`src/rtl/freq_div_pkg.sv`:
```
// Shared types and helpers for freq_div_sched: FSM state encoding, default
// widths and the round-robin one-hot pick used by rr_arbiter.
package freq_div_pkg;

  localparam int DIV_W_DEF = 32;
  localparam int MAX_REQ   = 8;

  typedef enum logic [2:0] {
    S_IDLE,
    S_STOP,
    S_LOAD,
    S_RUN,
    S_DONE
  } fds_state_e;

  // First set bit of req scanning upward from ptr, wrapping at n.
  function automatic logic [MAX_REQ-1:0] rr_onehot(
    input logic [MAX_REQ-1:0] req,
    input logic [2:0]         ptr,
    input int unsigned        n
  );
    logic [MAX_REQ-1:0] gnt;
    logic [2:0]         idx;
    gnt = '0;
    for (int unsigned i = 0; i < MAX_REQ; i++) begin
      idx = 3'((32'(ptr) + i) % n);
      if (i < n && gnt == '0 && req[idx]) gnt[idx] = 1'b1;
    end
    return gnt;
  endfunction

  function automatic int unsigned onehot_idx(input logic [MAX_REQ-1:0] oh);
    int unsigned idx;
    idx = 0;
    for (int unsigned i = 0; i < MAX_REQ; i++)
      if (oh[i]) idx = i;
    return idx;
  endfunction

endpackage

```
`src/rtl/rr_arbiter.sv`:
```
// Round-robin arbiter: combinational one-hot grant from the request vector,
// priority pointer moves past the winner whenever the grant is accepted.
module rr_arbiter
  import freq_div_pkg::*;
#(
  parameter int NUM_REQ = 4
)(
  input  logic                       Clk,
  input  logic                       Reset,
  input  logic [NUM_REQ-1:0]         req,
  input  logic                       accept,
  output logic [NUM_REQ-1:0]         grant,
  output logic [$clog2(NUM_REQ)-1:0] grant_idx,
  output logic                       any
);

  localparam int PTR_W = $clog2(NUM_REQ);

  logic [PTR_W-1:0]   ptr;
  logic [MAX_REQ-1:0] req_ext;

  always_comb begin
    req_ext              = '0;
    req_ext[NUM_REQ-1:0] = req;
  end

  assign any       = |req;
  assign grant_idx = PTR_W'(onehot_idx(rr_onehot(req_ext, 3'(ptr), NUM_REQ)));

  always_comb begin
    grant            = '0;
    grant[grant_idx] = any;
  end

  always_ff @(posedge Clk) begin
    if (Reset)
      ptr <= '0;
    else if (accept && any)
      ptr <= (grant_idx == PTR_W'(NUM_REQ - 1)) ? '0 : grant_idx + 1'b1;
  end

endmodule

```
`src/rtl/freq_div_sched.sv`:
```
// Shares one frequency divider among NUM_REQ requesters: round-robin grant,
// then STOP -> LOAD -> RUN -> DONE on the divider's config/enable inputs.
// FDS_ZERO_CHECK_EN: reject divisor-0 winners with an Error pulse instead of clamping to 1.
module freq_div_sched
  import freq_div_pkg::*;
#(
  parameter int NUM_REQ = 4,
  parameter int DIV_W   = DIV_W_DEF
)(
  input  logic                     Clk,
  input  logic                     Reset,
  input  logic [NUM_REQ-1:0]       Req,
  input  logic [NUM_REQ*DIV_W-1:0] ReqDiv,
  input  logic [NUM_REQ*DIV_W-1:0] ReqCycles,
  output logic [NUM_REQ-1:0]       Grant,
  output logic [NUM_REQ-1:0]       Done,
  output logic                     Busy,
  output logic [DIV_W-1:0]         DivDin,
  output logic                     DivConfig,
  output logic                     DivEnable
`ifdef FDS_ZERO_CHECK_EN
  ,
  output logic                     Error
`endif
);

  localparam int PTR_W = $clog2(NUM_REQ);

  fds_state_e state, state_d;

  logic [NUM_REQ-1:0][DIV_W-1:0] div_arr, cyc_arr;
  logic [NUM_REQ-1:0]            arb_gnt;
  logic [PTR_W-1:0]              arb_idx;
  logic                          arb_any;
  logic [DIV_W-1:0]              win_div, win_cyc, div_q, cyc_q, cnt;
  logic                          go, reject, owner_req, run_last;

  logic [NUM_REQ-1:0] grant_d, done_d;
  logic [DIV_W-1:0]   din_d;
  logic               busy_d, cfg_d, en_d;

  assign div_arr = ReqDiv;
  assign cyc_arr = ReqCycles;
  assign win_div = div_arr[arb_idx];
  assign win_cyc = cyc_arr[arb_idx];

  rr_arbiter #(.NUM_REQ(NUM_REQ)) u_arb (
    .Clk       (Clk),
    .Reset     (Reset),
    .req       (Req),
    .accept    (state == S_IDLE),
    .grant     (arb_gnt),
    .grant_idx (arb_idx),
    .any       (arb_any)
  );

`ifdef FDS_ZERO_CHECK_EN
  assign reject = arb_any && (win_div == '0);
`else
  assign reject = 1'b0;
`endif

  assign go        = (state == S_IDLE) && arb_any && !reject;
  // Only the owner's Req matters once granted; others wait for IDLE.
  assign owner_req = |(Req & Grant);
  assign run_last  = (cnt == cyc_q - DIV_W'(1));

  always_ff @(posedge Clk) begin
    if (Reset) state <= S_IDLE;
    else       state <= state_d;
  end

  always_comb begin
    state_d = state;
    case (state)
      S_IDLE: if (go) state_d = S_STOP;
      S_STOP: state_d = S_LOAD;
      S_LOAD: state_d = (cyc_q == '0) ? S_DONE : S_RUN;
      S_RUN:  if (!owner_req || run_last) state_d = S_DONE;
      S_DONE: state_d = S_IDLE;
      default: state_d = S_IDLE;
    endcase
  end

  // Outputs are registered from the next state so nothing reaches them combinationally.
  always_comb begin
    grant_d = Grant;
    if (state == S_IDLE)        grant_d = go ? arb_gnt : '0;
    else if (state_d == S_IDLE) grant_d = '0;
    done_d = '0;
    if (state_d == S_DONE) done_d = Grant;
    else if (reject)       done_d = arb_gnt;
    busy_d = (state_d != S_IDLE);
    cfg_d  = (state_d == S_LOAD);
    en_d   = (state_d == S_RUN);
    din_d  = (state_d == S_LOAD) ? div_q : DivDin;
  end

  always_ff @(posedge Clk) begin
    if (Reset) begin
      Grant     <= '0;
      Done      <= '0;
      Busy      <= 1'b0;
      DivDin    <= '0;
      DivConfig <= 1'b0;
      DivEnable <= 1'b0;
    end else begin
      Grant     <= grant_d;
      Done      <= done_d;
      Busy      <= busy_d;
      DivDin    <= din_d;
      DivConfig <= cfg_d;
      DivEnable <= en_d;
    end
  end

`ifdef FDS_ZERO_CHECK_EN
  always_ff @(posedge Clk) begin
    if (Reset) Error <= 1'b0;
    else       Error <= reject;
  end
`endif

  always_ff @(posedge Clk) begin
    if (Reset) begin
      div_q <= '0;
      cyc_q <= '0;
      cnt   <= '0;
    end else begin
      if (go) begin
        div_q <= (win_div == '0) ? DIV_W'(1) : win_div;
        cyc_q <= win_cyc;
      end
      cnt <= (state == S_RUN) ? cnt + DIV_W'(1) : '0;
    end
  end

endmodule

```
`config.mk`:
```
export PLATFORM = sky130hd
export DESIGN_NAME = freq_div_sched
export DESIGN_NICKNAME = d
export VERILOG_FILES = /design/src/rtl/freq_div_pkg.sv /design/src/rtl/rr_arbiter.sv /design/src/rtl/freq_div_sched.sv
export SDC_FILE = /design/constraint.sdc
export NUM_CORES = 1
export LEC_CHECK = 0
export ABC_CLOCK_PERIOD_IN_PS = 6740
export CAP_MARGIN = 20
export CELL_PAD_IN_SITES_DETAIL_PLACEMENT = 1
export CELL_PAD_IN_SITES_GLOBAL_PLACEMENT = 2
export CORE_UTILIZATION = 26
export CTS_CLUSTER_SIZE = 20
export DETAILED_ROUTE_END_ITERATION = 6
export PLACE_DENSITY_LB_ADDON = 0.12
export SYNTH_ARGS = -nofsm -noshare
export SYNTH_HDL_FRONTEND = slang
export SYNTH_HIERARCHICAL = 1
export SYNTH_SLANG_ARGS = --single-unit
```
`constraint.sdc`:
```
create_clock -name Clk -period 6.74 [get_ports Clk]
set_clock_uncertainty 0.15 [all_clocks]
set_input_delay 1.348 -clock Clk [delete_from_list [all_inputs] [get_ports Clk]]
set_output_delay 1.348 -clock Clk [all_outputs]
set_load 0.05 [all_outputs]
```
=== After elaboration in Yosys (flattened, before gate mapping) ===
Cells that the tools add are included.

* Register bits after elaboration: 144
* Output and inout port bits: 43
* Bits of input ports: 262
* Logic and storage cells: 108

* Multiplexer cells: 42
* Reduce and logical (&&, ||, !) cells: 24
* Eq/ne operators: 8
* Add/sub/neg operators: 6
* Order comparisons: 10
* Bitwise logic cells: 7

{| class="wikitable"
|+ Operators with widths
! operator !! number
|-
| binary-select mux 32 bit (select 2 bit) || 2
|-
| two-way mux 32 bit || 3
|-
| logical NOT 32 bit || 2
|-
| adder 32 x 1 -> 32 bit, second input constant || 1
|-
| == test 32 bit || 1
|-
| subtractor 32 x 1 -> 32 bit, second input constant || 1
|-
| logical NOT 8 bit || 3
|-
| two-way mux 4 bit || 5
|-
| less-than comparator 2 x 4 -> 1 bit, second input constant || 4
|-
| two-way mux 8 bit || 2
|-
| bitwise OR 8 x 4 -> 8 bit || 2
|-
| two-way mux 2 bit || 7
|-
| == test 3 x 2 -> 1 bit, second input constant || 4
|-
| one-hot mux 3 bit (4 select lines) || 1
|-
| demux 1 bit (select 2 bit) || 5
|-
| >= comparator 2 x 1 -> 1 bit, second input constant || 5
|-
| two-way mux 1 bit || 10
|-
| logical AND 1 bit || 9
|-
| two-way mux 3 bit || 3
|-
| AND 4 bit || 2
|-
| binary-select mux 1 bit (select 2 bit) || 4
|-
| OR reduction 4 bit || 2
|-
| logical NOT 3 bit || 2
|-
| adder 2 x 1 -> 2 bit, second input constant || 2
|-
| other kinds (12) || 15
|}

=== Depth between registers and ports, before layout ===
* Depth after elaboration: 28
* Gate-level depth with buffers: 16
* Depth with buffers taken out: 13

=== Cells and area by module ===
The synthesis kept the hierarchy.

{| class="wikitable"
|+ By module, submodules not included
! module !! area an instance (um^2) !! cells each !! instances
|-
| freq_div_sched || 8045.2 || 924 || 1
|-
| rr_arbiter || 664.4 || 75 || 1
|}

=== Least setup slack after synthesis ===
Ideal clock, no wire load.

* Path type: input to register
* From: in Req[2]
* To: reg div_q[0]
* Slack: 1.217 ns
* Data required time: 6.512 ns
* Setup time: 0.078 ns
* Path buffers: 2
* Arrival time: 5.295 ns
* Stages on the path: 13
* Path through: mux4_2 and3b_1 a311o_1 or4_4 o211ai_1 clkbuf_1 buf_1 mux4_2 nor4_1 nand4_1 nor2_1 nor3_1 nor3_1

* Longest elaborated chain between the ends: 23
* Elaborated cells between the ends (all ways): 34
* Classes of those cells: 22 x mux; 3 x bitwise; 9 x reduce/logical

{| class="wikitable"
|+ RTL lines
! item !! RTL line !! RTL
|-
| from (decl) || freq_div_sched.sv:12 || <nowiki>input logic [NUM_REQ-1:0] Req,</nowiki>
|-
| binary-select mux 1 bit (select 2 bit) || freq_div_pkg.sv:27 || <nowiki>if (i < n && gnt == '0 && req[idx]) gnt[idx] = 1'b1;</nowiki>
|-
| two-way mux 1 bit (implied by the code) || freq_div_pkg.sv:27 ||
|-
| two-way mux 4 bit || freq_div_pkg.sv:27 ||
|-
| logical NOT 8 bit || freq_div_pkg.sv:27 ||
|-
| logical AND 1 bit || freq_div_pkg.sv:27 ||
|-
| two-way mux 4 bit || freq_div_pkg.sv:27 ||
|-
| logical NOT 8 bit || freq_div_pkg.sv:27 ||
|-
| logical AND 1 bit || freq_div_pkg.sv:27 ||
|-
| [... 4 more ...] || -- ||
|-
| two-way mux 1 bit || freq_div_pkg.sv:36 || <nowiki>if (oh[i]) idx = i;</nowiki>
|-
| two-way mux 2 bit (5 in a row) || freq_div_pkg.sv:36 ||
|-
| two-way mux 2 bit (*) || freq_div_pkg.sv:36 ||
|-
| net arb_idx[0] || freq_div_sched.sv:33 || <nowiki>logic [PTR_W-1:0] arb_idx;</nowiki>
|-
| binary-select mux 32 bit (select 2 bit) (*) || freq_div_sched.sv:44 || <nowiki>assign win_div = div_arr[arb_idx];</nowiki>
|-
| two-way mux 32 bit (implied by the code) (*) || freq_div_sched.sv:44 ||
|-
| logical NOT 32 bit || freq_div_sched.sv:131 || <nowiki>div_q <= (win_div == '0) ? DIV_W'(1) : win_div;</nowiki>
|-
| two-way mux 32 bit (*) || freq_div_sched.sv:131 ||
|-
| to (signal assigned) || freq_div_sched.sv:131 ||
|-
| to (decl) || freq_div_sched.sv:35 || <nowiki>logic [DIV_W-1:0] win_div, win_cyc, div_q, cyc_q, cnt;</nowiki>
|}

Mark *: on every way through the listed nets, which the timed path passes. The rest lies on a longest branch. The select of a mux whose other input is x is not followed.
A chain may end at the register's enable or synchronous reset.

=== Worst setup path in the final report ===
* From: in Req[3]
* To: reg div_q[0]

The elaborated chain is that of the path after synthesis.

==> out/qor.yml <==
run_status:
  status: "finished clean"
placed_design:
  place.gp.congestion: 0.873
  hpwl_um: 28000
  port_buffers: 304
  placed_cell_area_um2: 12200
floorplan:
  dieHeight_um: 185
  rows: 66
  chipWidth_um: 185
  io_pins: 305
  core_area_um2: 32800
  die-area_um2: 34200
  floorplan.initialDensity_pct: 26.6
yosys:
  synth_edf_count: 0
  yosys.area.top_type: "dfxtp_1"
  synth_cell_types: 68
  mappedNetlistNets: 1272
  synth-main-ff-cell: "dfxtp_1"
  async_reset_ff_share_pct: 0
  yosysWarnings: 6
  syn_inst: 999
  synth_area_um2: 8710
  synth_seq_cells: 144
  synth_area_leaders: "dfxtp_1 33%, mux4_2 17%, nand2_1 9.3%"
  avgSynthCellArea_um2: 8.72
  ys_seq_area_share_pct: 33.1
  yosys.area.top_type_share_pct: 33.1
job:
  cap_violations: 0
cells_and_area:
  fin_area_um2: 12700
  final_common_cell: "clkdlybuf4s50_1"
  nNetsFinal: 1537
  drive_gt1_share_pct: 9.87
  mostFrequentLayoutCells: "303 x clkdlybuf4s50_1, 214 x nand2_1, 144 x dfxtp_1"
  syn_to_final_growth_pct: 46.3
timing:
  holdWs_ns: 0.294
  slew_viol_final: 0
  final.setup.tns_ns: 0
  rsz0062_at_grt: "no"
  period_needed_ns: 5.71
  fmaxAchievable_mhz: 175
  finalCritPeriodShare_pct: 84.7
  finalSetupViolCount: 0
  tightest_slew_ns: 1.05
  slew_headroom_pct: 30.0
  hold_violations: 0
global_routing:
  grt.total_usage_pct: 21.0
  grt_pass1_wl_um: 53700
  grt_max_degree: 94
  antenna_found_initial: 4
  grt_overflow_total: 0
  grt_pass1_vias: 9166
setup_path:
  crit_required_ns: 6.94
  start_kind: "input pin"
  cpLargestDelayFamily: "simple AND/OR/NAND/NOR gates"
  max_stage_delay_ns: 0.64
  endpoint_kind: "register"
  critPathMaxFanout: 49
  arrival_ns: 5.91
  path_cells: "clkdlybuf4s50_1 > mux4_2 > a21boi_0 > o21ai_0 > or4_4 > o211ai_1 > buf_12 > mux4_2 > nor4_1 > nand4_1 > nor2_1 > nor3_1 > nor3_1"
  path_class: "in2reg"
  crit_buf_inv: 2
  cp_slowest_cell: "mux4_2"
clocking:
  ctsResizeCount: 0
  cts_setup_buffers: 0
  path_clk_slew_ns: 0.07
  cts_hold_buffers: 0
  clkSinkCount: 144
  root_buffer: "clkbuf_16"
  cts-buffers-inserted: 17
  htree_levels: 4
  clockBufferDepth: 2
  clock_latency_ns: 0.43
  cts_tree: "yes"
power_and_ir_drop:
  p_per_area_nw_per_um2: 442
  ir_drop_mv: 0.390
  total_leakage_power_nw: 4.41
detailed_routing:
  dr_total_vias: 8618
  drc: 0
  vias_per_cell: 5.01
  ant_nets: 0
  wl_per_cell_um: 20.5
  dr.first_iter.drc_count: 365
  wl_um: 35300
  drt-pass1-iter-count: 4
hold_path:
  hold_class: "reg2reg"
## worst paths after layout
kind | start | endpoint | slack (ns) | depth (start not counted)
min reg2reg | div_q[8]$_SDFFE_PP0P_ | DivDin[8]$_SDFFE_PP0N_ | 0.29 | 2
max | Req[3] | div_q[0]$_SDFFE_PP0P_ | 1.03 | 13
max reg2reg | u_arb/ptr[0]$_SDFFE_PP0P_ | div_q[0]$_SDFFE_PP0P_ | 1.63 | 14
min | div_q[8]$_SDFFE_PP0P_ | DivDin[8]$_SDFFE_PP0N_ | 0.29 | 2
## flip-flops by register name (all words and copies together) (netlist names), 2 cells and up
name	flops
div_q	32
DivDin	32
state	3
Done	4
cyc_q	32
u_arb/ptr	2
Grant	4
cnt	32
## kinds of logic after synthesis
kind of cell / Yosys count / synth area share (%)
AOI/OAI and AO/OA: 177 / 12.6
xor gates and xnor gates: 67 / 6.74
muxes: 73 / 18.2
buffers and inverters: 84 / 3.82
adders and majority gates: 11 / 1.58
and+or+nand+nor: 443 / 23.9
DFF: 144 / 33.1
## worst min-delay path, cell delays in order (launching register included)
cell and delay, ns:
dfxtp_1 0.31, nand2_1 0.05, a21oi_1 0.05
## cell type report
type / instances / area [µm²]
well taps: 442 / 553
multi-input cells: 771 / 5520
flip-flops and latches: 144 / 2880
repair buffers: 318 / 3160
inverters: 12 / 45.0
clock buffers: 18 / 429
diodes: 2 / 5.00
clock inverters: 13 / 153
fillers: 3784 / 20000
## metal layers
metal | wire, µm | vias up | track usage (%)
met4 | 762 | 4 | 7.47
met3 | 2090 | 36 | 5.90
met5 | 27 | - | 0
met2 | 17900 | 211 | 36.7
li1 | - | 4156 | -
met1 | 14500 | 4211 | 24.5
## cells in the mapped netlist, types with 7 or more instances
master / n
mux4_2: 67
nor3b_1: 8
a22oi_1: 7
nand4_1: 18
or3_1: 7
nor2b_1: 11
ha_1: 11
a21oi_1: 104
xnor2_1: 32
dfxtp_1: 144
nor4_1: 20
nand3_1: 21
o21ai_0: 11
nand2_1: 215
buf_1: 12
nor3_1: 28
inv_1: 12
or4_1: 7
clkbuf_1: 56
and3_1: 8
xor2_1: 35
nor2_1: 66
## metrics by stage
step / utilization, % / instances / worst slack (ns) / total power [mW]
floorplan: - / 999 / 1.22 / 3.70
global placement: 37.1 / 1687 / 0.668 / 4.70
detailed placement: 37.1 / 1687 / 0.579 / 4.74
CTS: 38.9 / 1718 / 1.03 / 5.73
global route: 38.9 / 1720 / 0.715 / 6.07
finish: 38.9 / 1720 / 1.03 / 5.63
## power breakdown
| group | switching (mW) | internal [mW] | total (mW) |
|---|---|---|---|
| sequential | 0.180 | 1.02 | 1.20 |
| clock | 0.418 | 0.552 | 0.970 |
| combinational | 1.88 | 1.58 | 3.46 |
(Power assumes the default switching activity.)
